===== config.mk =====
export PLATFORM = sky130hd
export DESIGN_NAME = tia_cpu_clock_sequencer
export DESIGN_NICKNAME = d
export VERILOG_FILES = /design/src/rtl/tia_cpu_clock_sequencer.sv
export SDC_FILE = /design/constraint.sdc
export NUM_CORES = 1
export LEC_CHECK = 0
export BUFFER_PORTS_ARGS = -buffer_cell sky130_fd_sc_hd__buf_4
export CAP_MARGIN = 10
export CORE_MARGIN = 1.5
export CORE_UTILIZATION = 25
export CTS_CLUSTER_SIZE = 16
export DETAILED_ROUTE_END_ITERATION = 12
export RECOVER_POWER = 25
export SYNTH_ARGS = -nofsm -noshare
export SYNTH_HDL_FRONTEND = slang
export SYNTH_SLANG_ARGS = --single-unit

===== constraint.sdc =====
create_clock -name clk -period 1.33 [get_ports clk]
set_input_delay 0.1995 -clock clk [delete_from_list [all_inputs] [get_ports clk]]
set_output_delay 0.1995 -clock clk [all_outputs]
set_load 0.02 [all_outputs]

===== src/rtl/tia_cpu_clock_sequencer.sv =====
// CPU phase clock and horizontal line timing for the TIA core.
// Owns the phi0 phase, the line position and the WSYNC halt of the CPU.
module tia_cpu_clock_sequencer #(
  parameter int LINE_CLOCKS = 228,
  parameter int HBLANK_END  = 68,
  parameter int HSYNC_START = 16,
  parameter int HSYNC_END   = 32
) (
  input  logic       clk,
  input  logic       resphi0,
  input  logic       wsync,
  input  logic       rsync,
  output logic       phi0,
  output logic       phi0_en,
  output logic       rdy,
  output logic [7:0] hcount,
  output logic       hblank,
  output logic       hsync,
  output logic       line_start
);

  localparam logic [7:0] LAST_CLOCK    = 8'(LINE_CLOCKS - 1);
  localparam logic [7:0] HBLANK_LIMIT  = 8'(HBLANK_END);
  localparam logic [7:0] HSYNC_FIRST   = 8'(HSYNC_START);
  localparam logic [7:0] HSYNC_LIMIT   = 8'(HSYNC_END);

  typedef enum logic {
    RUN  = 1'b0,
    HALT = 1'b1
  } state_t;

  state_t     state;
  state_t     state_next;
  logic [1:0] phase;
  logic [1:0] phase_next;
  logic [7:0] hcount_next;
  logic       wsync_hit;
  logic       rsync_hit;

  // Strobes only count in the phi0_en cycle, when the CPU write is valid.
  assign wsync_hit = wsync & phi0_en;
  assign rsync_hit = rsync & phi0_en;

  always_comb begin
    phase_next = (phase == 2'd2) ? 2'd0 : phase + 2'd1;
  end

  always_comb begin
    hcount_next = hcount + 8'd1;
    if (rsync_hit || (hcount == LAST_CLOCK)) begin
      hcount_next = 8'd0;
    end
  end

  // A simultaneous RSYNC discards WSYNC; a halt ends whenever the line restarts.
  always_comb begin
    state_next = state;
    case (state)
      RUN: begin
        if (wsync_hit && !rsync_hit) begin
          state_next = HALT;
        end
      end
      HALT: begin
        if (hcount_next == 8'd0) begin
          state_next = RUN;
        end
      end
      default: state_next = RUN;
    endcase
  end

  always_ff @(posedge clk or posedge resphi0) begin
    if (resphi0) begin
      phase  <= 2'd0;
      hcount <= 8'd0;
      state  <= RUN;
    end else begin
      phase  <= phase_next;
      hcount <= hcount_next;
      state  <= state_next;
    end
  end

  assign phi0       = (phase != 2'd2);
  assign phi0_en    = (phase == 2'd2);
  assign rdy        = (state == RUN);
  assign hblank     = (hcount < HBLANK_LIMIT);
  assign hsync      = (hcount >= HSYNC_FIRST) && (hcount < HSYNC_LIMIT);
  assign line_start = (hcount == 8'd0);

endmodule


* Word level (Yosys, flattened, before mapping)
Cells that the tools add are included.
** Cells by class
- Bitwise logic cells :: 3
- Mux-type cells :: 5
- $lt $le $gt $ge :: 3
- Equality and inequality tests :: 3
- Reduce and logical (&&, ||, !) cells :: 6
- Add/sub/neg operators :: 2
** Operators with widths (number)
- 8-bit zero test :: 2
- 8-bit by 1-bit adder with 8-bit output, second input constant :: 1
- 8-bit == test, second input constant :: 1
- 8-bit by 5-bit >= comparator with 1-bit output, second input constant :: 1
- 8-bit by 6-bit less-than comparator with 1-bit output, second input constant :: 1
- 8-bit by 7-bit less-than comparator with 1-bit output, second input constant :: 1
- 8-bit two-way mux :: 1
- 2-bit by 1-bit adder with 2-bit output, second input constant :: 1
- 1-bit bitwise AND :: 2
- 2-bit == test, second input constant :: 1
- 1-bit logical AND :: 2
- 1-bit two-way mux :: 2
- 2-bit two-way mux :: 1
- 2-bit inequality test, second input constant :: 1
- 1-bit one-hot mux with 2 select lines :: 1
- 1-bit zero test :: 1
- 1-bit logical OR :: 1
- 1-bit NOT :: 1
** Storage, ports and cells
- Bits in registers :: 11

* Longest topological paths before layout
- Word-level depth :: 7
- Depth in mapped cells :: 6

* Worst setup path before layout
No wires, ideal clock.
- Kind :: register to output
- From :: register hcount[2]
- To :: output line_start
- Setup slack :: -0.536 ns
- Required time :: 1.131 ns
- Arrival :: 1.666 ns
- Cell stages (with the launch flop) :: 5
- Cells stage by stage :: dfrtp_1 clkbuf_8 nor3_1 nand2b_1 nor4b_1
** On the way
- Cells in the longest elaborated chain, start to end :: 1
** RTL lines
- from (decl) :: RTL line 16 : output logic [7:0] hcount,
- from (signal assigned) :: RTL line 80 : hcount <= hcount_next;
- 8-bit zero test :: RTL line 90 : assign line_start = (hcount == 8'd0);
- to (decl) :: RTL line 19 : output logic line_start
Every way passes these cells.

* Final worst setup path
- From :: register hcount[3]
- To :: output hblank
** On the way
- Cells in the longest elaborated chain, start to end :: 1
** RTL lines
- 8-bit by 7-bit less-than comparator with 1-bit output :: RTL line 88 : assign hblank = (hcount < HBLANK_LIMIT);
- to (decl) :: RTL line 17 : output logic hblank,
Every way passes these cells.

==> impl_metrics.tcl <==
set metrics [dict create \
    gp_congestion 0.772 \
    ioPinCount 18 \
    overflow 0 \
    path_buf_inv 2 \
    violations "negative setup slack" \
    drt-wirelength-per-cell_um 12.2 \
    drive_gt1_share_pct 54.1 \
    dr.pass1.iters 4 \
    path_clk_slew_ns 0.06 \
    ys_warn_count 0 \
    cap_viol_max_count 0 \
    setup_ws_ns -0.249 \
    hold_path_class "input port to flop" \
    finalHoldViolations 0 \
    endpoint_kind "output pin" \
    core_um2 2500 \
    layout.nets 118 \
    finalMaxSlewViolations 0 \
    cp-startpoint "hcount[3]$_DFF_PP0_" \
    yosysUniqueCellTypes 28 \
    cts_sinks 11 \
    slew_headroom_pct 71.8 \
    wl_mm 1.72 \
    mostFrequentLayoutCells "buf_4, dfrtp_1, nor2_1" \
    synth_area_um2 666 \
    rr_endpoint "state$_DFF_PP0_" \
    ir_drop_mv 0.761 \
    postRouteAntennaNets 0 \
    vias 649 \
    final_common_cell "buf_4" \
    cts_buffers 3 \
    dp.cells 129 \
    r2r_cells 5 \
    power_w 0.00139 \
    grt_usage_pct 13.5 \
    diodes 0 \
    min_period_ns 1.58 \
    setup_tns_ns -0.624 \
    status "complete, but fails checks" \
    cts_tree "done" \
    ff2ff_setup_slack_ns -0.04 \
    portBuffers 17 \
    syn_nets 78 \
    cp_slowest_cell "dfrtp_1" \
    vias_per_cell 4.60 \
    r2r-start "hcount[6]$_DFF_PP0_" \
    clock_path_buffers 2 \
    start_util_pct 26.6 \
    htreeDepth 1 \
    syn_inst 72 \
    worst_slew_pin_slew_ns 0.422 \
    root_buffer "clkbuf_4" \
    crit_required_ns 1.13 \
    fmax_mhz 633 \
    met3_length_um 74 \
    fin_area_um2 1110 \
    period_share_pct 119 \
    cp_cell_sequence "nor3_2 -> nand2b_1 -> buf_4 -> a21oi_4 -> buf_6" \
    antenna_found_initial 0 \
    fin_skew_ns 0.00550 \
    rows 18 \
    worst-path-stages 5 \
    fin_cells 141 \
    critical_path.max_stage_delay_ns 0.38 \
    rsz0062_at_grt "yes" \
    top_layer "met3" \
    dieArea_um2 2980 \
    fillCellCount 248 \
    syn2layout_area_growth_pct 66.5 \
    cp_max_fo 2 \
    drt_iter0_drc 11 \
    dpl_cell_area_um2 941 \
    grt_max_degree 12 \
    dieWidth_um 54.6 \
    cp-endpoint "hblank" \
    grt_pass1_vias 612 \
    syn_avg_cell_area_um2 9.24 \
    min_path_cells 2 \
    crit_arrival_ns 1.38 \
    ys_seq_elements 11 \
    finalHoldWorstSlack_ns 0.129 \
    power_density_nw_per_um2 1250 \
    static-leakage-power_nw 0.527 \
    setup_viol 4 \
    cp-start-kind "flop" \
    wl_met2_um 860 \
    drt-met1-wl_um 786 \
    ys_seq_area_share_pct 41.4 \
    criticalPathCategory "flop to output pin" \
    place_hpwl_mm 1.22 \
    grt_first_pass_wirelength_mm 2.80 \
    die_h_um 54.6 \
    drc 0 \
    clock_latency_ns 0.27 \
    critPathTopFamily "flip-flops" \
]
==> report_power, final <==
part / switching (W) / internal (W)
clock network: 0.000108 / 0.000116
logic: 0.000369 / 0.000374
registers: 0.0000345 / 0.000388
total: 0.000512 / 0.000878
==> timing repair <==
item	4_1_cts	5_1_grt
gates resized for setup	8	9
hold buffers	1	0
pin swaps	5	4
setup endpoints to repair	5	13
setup buffers	7	2
endpoints found under the hold margin	11	0
==> stage by stage <==
stage               util [%]  setup slack, ns
floorplan                  -           -0.153
global placement        37.6       -0.0000501
detailed placement      37.6          -0.0573
CTS                     42.8           -0.251
global route            44.3           -0.368
finish                  44.3           -0.249
==> sequential cells by signal, indices dropped and copies added, names as in the netlist <==
register	flops
hcount	8
state	1
phase	2
==> cells in the mapped netlist, drive strengths merged <==
library cell  instances  area [um^2]
nor2                  8         30.0
nand3                 5         25.0
xor2                  5         43.8
nand2b                1         6.26
nor3                  2         10.0
a21oi                 3         15.0
or3                   1         6.26
and3                  2         13.8
o211ai                1         7.51
buf                   3         27.5
ha                    2         25.0
dfrtp                11          275
nor4b                 2         17.5
nand4b                1         8.76
a32oi                 1         8.76
and4                  2         20.0
nand4                 3         18.8
inv                   6         22.5
o32ai                 1         8.76
nor3b                 1         7.51
nor2b                 3         18.8
nand2                 5         18.8
xnor2                 1         8.76
clkbuf                1         13.8
a21o                  1         7.51
==> cells by family after synthesis <==
| group | Yosys count | share of synthesized area (%) |
|---|---|---|
| simple gates | 36 | 30.3 |
| flops | 11 | 41.4 |
| buf+inv | 10 | 9.58 |
| compound gates | 7 | 7.14 |
| xor+xnor | 6 | 7.89 |
| fa+ha+maj | 2 | 3.76 |
==> layout make-up <==
class	instances	area, um^2	share of cell area, %
inverter	6	22.5	2.03
clock buffer	4	26.3	2.37
tap	30	37.5	3.39
sequential	11	279	25.2
multi-input combinational	51	429	38.7
timing repair buffer	39	314	28.3
==> metal layers <==
metal | track usage (%) | up-vias
met5 | 0 | -
met4 | 2.50 | 0
met3 | 4.10 | 0
met2 | 22.2 | 15
met1 | 17.4 | 306
li1 | - | 328
==> worst reg2reg max path, stage by stage, from the launching register on <==
cell and delay (ns):
dfrtp_1 0.41, buf_6 0.13, or3_1 0.37, a21o_1 0.17, nand3_2 0.07, a32oi_1 0.10
==> how the worst min path moves through the flow <==
stage / slack, ns / startpoint / end
final: 0.13 / rsync / hcount[4]$_DFF_PP0_
after global routing: 0.12 / rsync / hcount[4]$_DFF_PP0_
after CTS: 0.13 / rsync / hcount[4]$_DFF_PP0_
after detailed placement: 0.23 / resphi0 / state$_DFF_PP0_
after global placement: 0.22 / resphi0 / state$_DFF_PP0_
after floorplan: 0.05 / resphi0 / hcount[3]$_DFF_PP0_
(Power assumes the default switching activity.)
